$ cat config.mk
export PLATFORM = sky130hd
export DESIGN_NAME = result_drain_ctrl
export DESIGN_NICKNAME = d
export VERILOG_FILES = /design/src/rtl/tpu_pkg.sv /design/src/rtl/row_serializer.sv /design/src/rtl/result_drain_ctrl.sv
export SDC_FILE = /design/constraint.sdc
export NUM_CORES = 1
export LEC_CHECK = 0
export ABC_CLOCK_PERIOD_IN_PS = 4200
export CAP_MARGIN = 20
export CELL_PAD_IN_SITES_DETAIL_PLACEMENT = 2
export CELL_PAD_IN_SITES_GLOBAL_PLACEMENT = 2
export CORE_ASPECT_RATIO = 1.4
export CORE_MARGIN = 2
export CORE_UTILIZATION = 37
export CTS_CLUSTER_DIAMETER = 40
export DETAILED_ROUTE_END_ITERATION = 7
export PLACE_DENSITY = 0.84
export SLEW_MARGIN = 20
export SYNTH_ARGS = -nofsm -noshare
export SYNTH_HDL_FRONTEND = slang
export SYNTH_HIERARCHICAL = 1
export SYNTH_SLANG_ARGS = --single-unit
export TNS_END_PERCENT = 1
$ cat constraint.sdc
create_clock -name clk -period 4.2 [get_ports clk]
set_input_delay 0.63 -clock clk [delete_from_list [all_inputs] [get_ports clk]]
set_output_delay 0.63 -clock clk [all_outputs]
set_load 0.02 [all_outputs]
$ cat src/rtl/tpu_pkg.sv
// tpu_pkg: result-drain sizes, drain FSM state encoding and element sign extension.
package tpu_pkg;
    localparam int ADDRESSSIZE    = 10;
    localparam int MATRIX_SIZE    = 16;
    localparam int PARTIAL_SUM_BW = 24;
    localparam int OUT_BW         = 32;
    localparam int ELEM_W         = $clog2(MATRIX_SIZE);
    localparam int ROW_W          = MATRIX_SIZE * PARTIAL_SUM_BW;

    typedef enum logic [2:0] {ST_IDLE, ST_READ, ST_WAIT, ST_SEND, ST_DONE} drain_state_e;

    function automatic logic [OUT_BW-1:0] sign_ext(input logic [PARTIAL_SUM_BW-1:0] x);
        return OUT_BW'($signed(x));
    endfunction
endpackage

$ cat src/rtl/row_serializer.sv
// row_serializer: holds one result row and streams it out one sign-extended element per beat.
module row_serializer
    import tpu_pkg::*;
(
    input  logic              clk,
    input  logic              rstn,
    input  logic              load,
    input  logic              active,
    input  logic              out_ready,
    input  logic [ROW_W-1:0]  rd_data,
    output logic              out_valid,
    output logic              elem_last,
    output logic              row_done,
    output logic [OUT_BW-1:0] out_data
);
    logic [ROW_W-1:0]  row_q, row_d;
    logic [ELEM_W-1:0] elem_q, elem_d;
    logic              fire;

    always_comb begin
        fire      = active & out_ready;
        elem_last = elem_q == ELEM_W'(MATRIX_SIZE - 1);
        row_done  = fire & elem_last;
        out_valid = active;
        out_data  = active ? sign_ext(row_q[elem_q*PARTIAL_SUM_BW +: PARTIAL_SUM_BW]) : '0;
        row_d     = load ? rd_data : row_q;
        elem_d    = (load || row_done) ? '0 : elem_q + ELEM_W'(fire);
    end

    always_ff @(posedge clk or negedge rstn) begin
        if (!rstn) begin
            row_q  <= '0;
            elem_q <= '0;
        end else begin
            row_q  <= row_d;
            elem_q <= elem_d;
        end
    end
endmodule

$ cat src/rtl/result_drain_ctrl.sv
// result_drain_ctrl: reads finished result rows from SRAM and drains them as a beat stream,
// one row at a time with no prefetch; pulses done when the last row has been accepted.
module result_drain_ctrl
    import tpu_pkg::*;
(
    input  logic                   clk,
    input  logic                   rstn,
    input  logic                   drain_start,
    input  logic [ADDRESSSIZE-1:0] base_addr,
    input  logic [ADDRESSSIZE-1:0] num_rows,
    output logic                   sram_rd_en,
    output logic [ADDRESSSIZE-1:0] sram_addr,
    input  logic [ROW_W-1:0]       sram_rd_data,
    output logic                   out_valid,
    input  logic                   out_ready,
    output logic [OUT_BW-1:0]      out_data,
    output logic                   out_last,
    output logic                   busy,
    output logic                   done
);
    drain_state_e           state_q, state_d;
    logic [ADDRESSSIZE-1:0] base_q, base_d, rows_q, rows_d, row_idx_q, row_idx_d;
    logic                   elem_last, row_done, last_row;

    row_serializer u_ser (
        .clk       (clk),
        .rstn      (rstn),
        .load      (state_q == ST_WAIT),
        .active    (state_q == ST_SEND),
        .out_ready (out_ready),
        .rd_data   (sram_rd_data),
        .out_valid (out_valid),
        .elem_last (elem_last),
        .row_done  (row_done),
        .out_data  (out_data)
    );

    assign last_row   = row_idx_q == rows_q - ADDRESSSIZE'(1);
    assign sram_rd_en = state_q == ST_READ;
    assign sram_addr  = sram_rd_en ? base_q + row_idx_q : '0;
    assign out_last   = out_valid & elem_last & last_row;
    assign busy       = state_q inside {ST_READ, ST_WAIT, ST_SEND};
    assign done       = state_q == ST_DONE;

    always_comb begin
        state_d   = state_q;
        base_d    = base_q;
        rows_d    = rows_q;
        row_idx_d = row_idx_q;
        unique case (state_q)
            ST_IDLE: if (drain_start) begin
                base_d    = base_addr;
                rows_d    = num_rows;
                row_idx_d = '0;
                state_d   = num_rows != '0 ? ST_READ : ST_DONE;
            end
            ST_READ: state_d = ST_WAIT;
            ST_WAIT: state_d = ST_SEND;
            ST_SEND: if (row_done) begin
                state_d   = last_row ? ST_DONE : ST_READ;
                row_idx_d = last_row ? row_idx_q : row_idx_q + ADDRESSSIZE'(1);
            end
            default: state_d = ST_IDLE;
        endcase
    end

    always_ff @(posedge clk or negedge rstn) begin
        if (!rstn) begin
            state_q   <= ST_IDLE;
            base_q    <= '0;
            rows_q    <= '0;
            row_idx_q <= '0;
        end else begin
            state_q   <= state_d;
            base_q    <= base_d;
            rows_q    <= rows_d;
            row_idx_q <= row_idx_d;
        end
    end
endmodule
==> summary.txt <==
Placed design
  – IO buf count: 454
  – Gpl congestion: 0.836
  – Final HPWL DP: 52000 µm

Timing
  – Crit share post-route: 97.9%
  – Worst Skew: about 0.027 ns
  – Worst Max-Slew Pin Slew: 1.05 ns
  – Max Fclk: 243 MHz
  – Tmin final: 4.11 ns
  – Final hold violation count: 0
  – Hold_ws: around 0.5 ns
  – Final setup viols: 0
  – Max-slew violation count: 0
  – RSZ-0062 raised after global routing: yes
  – Max-slew headroom: between 20 and 30%

Finish
  – NumNets Final: 2273
  – Seq. cell area: 10500 µm²
  – Area growth from synthesis to layout: 39.5%
  – Area of the multi-input gates: 8690 µm²
  – Fillers: 4899
  – Fin util: a little over half
  – Share of cells above drive strength 1: 32.4%

Floorplan
  – Die width: 200 µm
  – Io pins: 455
  – Die area: 55400 µm²
  – Core ar.: 53100 µm²
  – Die span in y: 278 µm
  – Site row count: 100
  – Initial core utilization: between 30% and 40%

Yosys
  – Synth unique cells: 61
  – Cell types occupying the most area after synthesis: dfrtp_1 53%, mux2_2 22%, mux4_2 6.5%, mux2i_1 4.9%, nand2_1 1.4%
  – Number of synthesized flops with an enable pin: 0
  – Most frequent cell after synthesis: dfrtp_1
  – Synth async-reset ratio: 100%
  – Yosys warning total: 6
  – Share of the synthesized area in the top cell type: between 50% and 60%
  – Synth Cell Area: 19800 µm²
  – Main flop type after synthesis: dfrtp_1
  – Mapped Nets: 1815
  – Seq/Total Area, Yosys: a little over half
  – Synth Instances: 1393
  – Area leader, netlist: dfrtp_1
  – Mapped Avg Cell Area: 14.2 µm²
  – Seq cells post-synth: 421
  – Synth cell count leaders: 421 x dfrtp_1, 385 x mux2_2, 97 x mux2i_1

Routing
  – Vias: 14.4k
  – Routed wire per std cell: 30.3 µm
  – Met3 wire length: 4490 µm
  – DRT antenna net count: 0
  – Initial DRC Count: 626
  – Metal-1 WL: 28500 µm
  – Met2 wire length: between 40000 and 50000 µm
  – Via/cell ratio: 5.41
  – Top Layer Used: met5
  – Post-Route WL: 80600 µm
  – Number of remaining DRC errors: 0
  – DR pass1 iterations: 5

Global routing
  – Largest net degree at the start of global routing: 131
  – First-pass GRT wire length: between 100000 and 150000 µm
  – Number of global-route vias before repair: 17.1k
  – Gr usage total: 28.6%
  – Grt total ovfl: 0
  – Initial antenna violation count: 48

Worst setup path
  – Worst Path Required: 3.57 ns
  – Worst Reg-to-Reg Cells: 8
  – Critical path type: reg2out
  – Worst Path Arrival: 3.48 ns
  – Startpoint Class: register
  – CP max FO: 22
  – CP endpoint kind: output port

Clocking
  – Worst-Skew Late Latency: 0.60 ns
  – Postcts setup bufs: 0
  – CTS Buf Count: 66
  – Clock transition at the registers of the reported paths: 0.06 ns
  – Root buffer cell: clkbuf_16
  – CTS Sinks: 421
  – H-Tree Depth: 3
  – TritonCTS clock tree: yes
  – Max clock buf depth: 3

Hold path
  – WHS Path Cells: 2
  – Worst min-delay path class: reg2reg

Power and ir drop
  – Final Total Pwr: between 20 and 25 mW
  – VDD IR-drop max: 476 µV
  – Leakage power: 11.5 nW
  – Pwr Density: 854 nW/µm²

Run status
  – Status: finished clean

Flow run
  – Max cap viols: 0
-- registers in the layout (all words and copies together) (netlist names) --
register      count
row_idx_q        10
base_q           10
rows_q           10
u_ser/row_q     384
u_ser/elem_q      4
state_q           3
-- layout make-up --
class | count | area share, %
Antenna cell | 43 | 0.389
Clock buffer | 82 | 6.75
Clock inverter | 37 | 1.91
Inverter | 9 | 0.122
Multi-Input combinational cell | 864 | 31.5
Sequential cell | 421 | 38.2
Tap cell | 714 | 3.23
Timing Repair Buffer | 489 | 18.0
-- worst max-delay path, stage by stage, from the launching register on --
cell and delay (ns):
dfrtp_1 0.52, nand2_1 0.16, nor2_1 0.19, nand2_2 0.37, a221oi_1 0.57, o21ai_1 0.24
o21ai_0 0.14, clkdlybuf4s50_1 0.68
-- layout by cell type (no fill, tap or decap), types with 26 or more instances in the layout --
| cell | count |
|---|---|
| clkbuf_16 | 69 |
| clkdlybuf4s50_1 | 449 |
| dfrtp_1 | 418 |
| diode_2 | 43 |
| mux2_2 | 385 |
| mux2i_1 | 97 |
| mux4_2 | 57 |
| nand2_1 | 72 |
| o21ai_1 | 26 |
-- cells by family after synthesis --
group           synth area share [%]
xor+xnor                        1.11
flops                           53.2
buf+inv                         3.21
compound gates                  4.47
simple gates                    3.83
fa+ha+maj                      0.922
mux                             33.3
-- worst paths after layout --
path                                           start                           end  slack (ns)
max in group asynchronous                       rstn   u_ser/row_q[59]$_DFFE_PN0P_        2.32
setup reg to reg           u_ser/elem_q[2]$_DFF_PN0_      row_idx_q[5]$_DFFE_PN0P_        0.80
hold reg to reg                base_q[6]$_DFFE_PN0P_         base_q[6]$_DFFE_PN0P_        0.49
hold / removal                 base_q[6]$_DFFE_PN0P_         base_q[6]$_DFFE_PN0P_        0.49
setup / recovery              state_q[0]$_DFFE_PN0P_                  out_data[13]        0.09
min in group asynchronous                       rstn  u_ser/row_q[119]$_DFFE_PN0P_        0.57
-- report_power, final --
group	internal (mW)	switching (mW)	total (mW)
Clock	3.82	2.20	6.02
Combinational	5.19	4.83	10.0
Sequential	6.06	1.50	7.56
Total	15.1	8.53	23.6
-- layer usage --
metal	GRT usage, %	vias up
met3	6.49	210
met4	17.9	16
met1	30.7	7567
li1	-	6081
met2	50.3	505
met5	0	-
-- per-stage QoR --
stage	cell area, µm²	setup slack [ns]	setup TNS (ns)	std cells
finish	27600	0.0890	0	2659
floorplan	19800	1.35	0	1393
detailed placement	25000	0.478	0	2495
CTS	27500	0.00263	0	2614
global placement	25000	0.457	0	2495
global route	27600	-0.0577	-0.0627	2658
-- repair_timing --
item,CTS,global route
cloned,0,0
pin swaps,0,1
resized for setup,8,8
setup endpoints to repair,28,14
hold buffers,0,1
endpoints found under the hold margin,0,2
No activity file was read; power rests on OpenSTA's default activity.
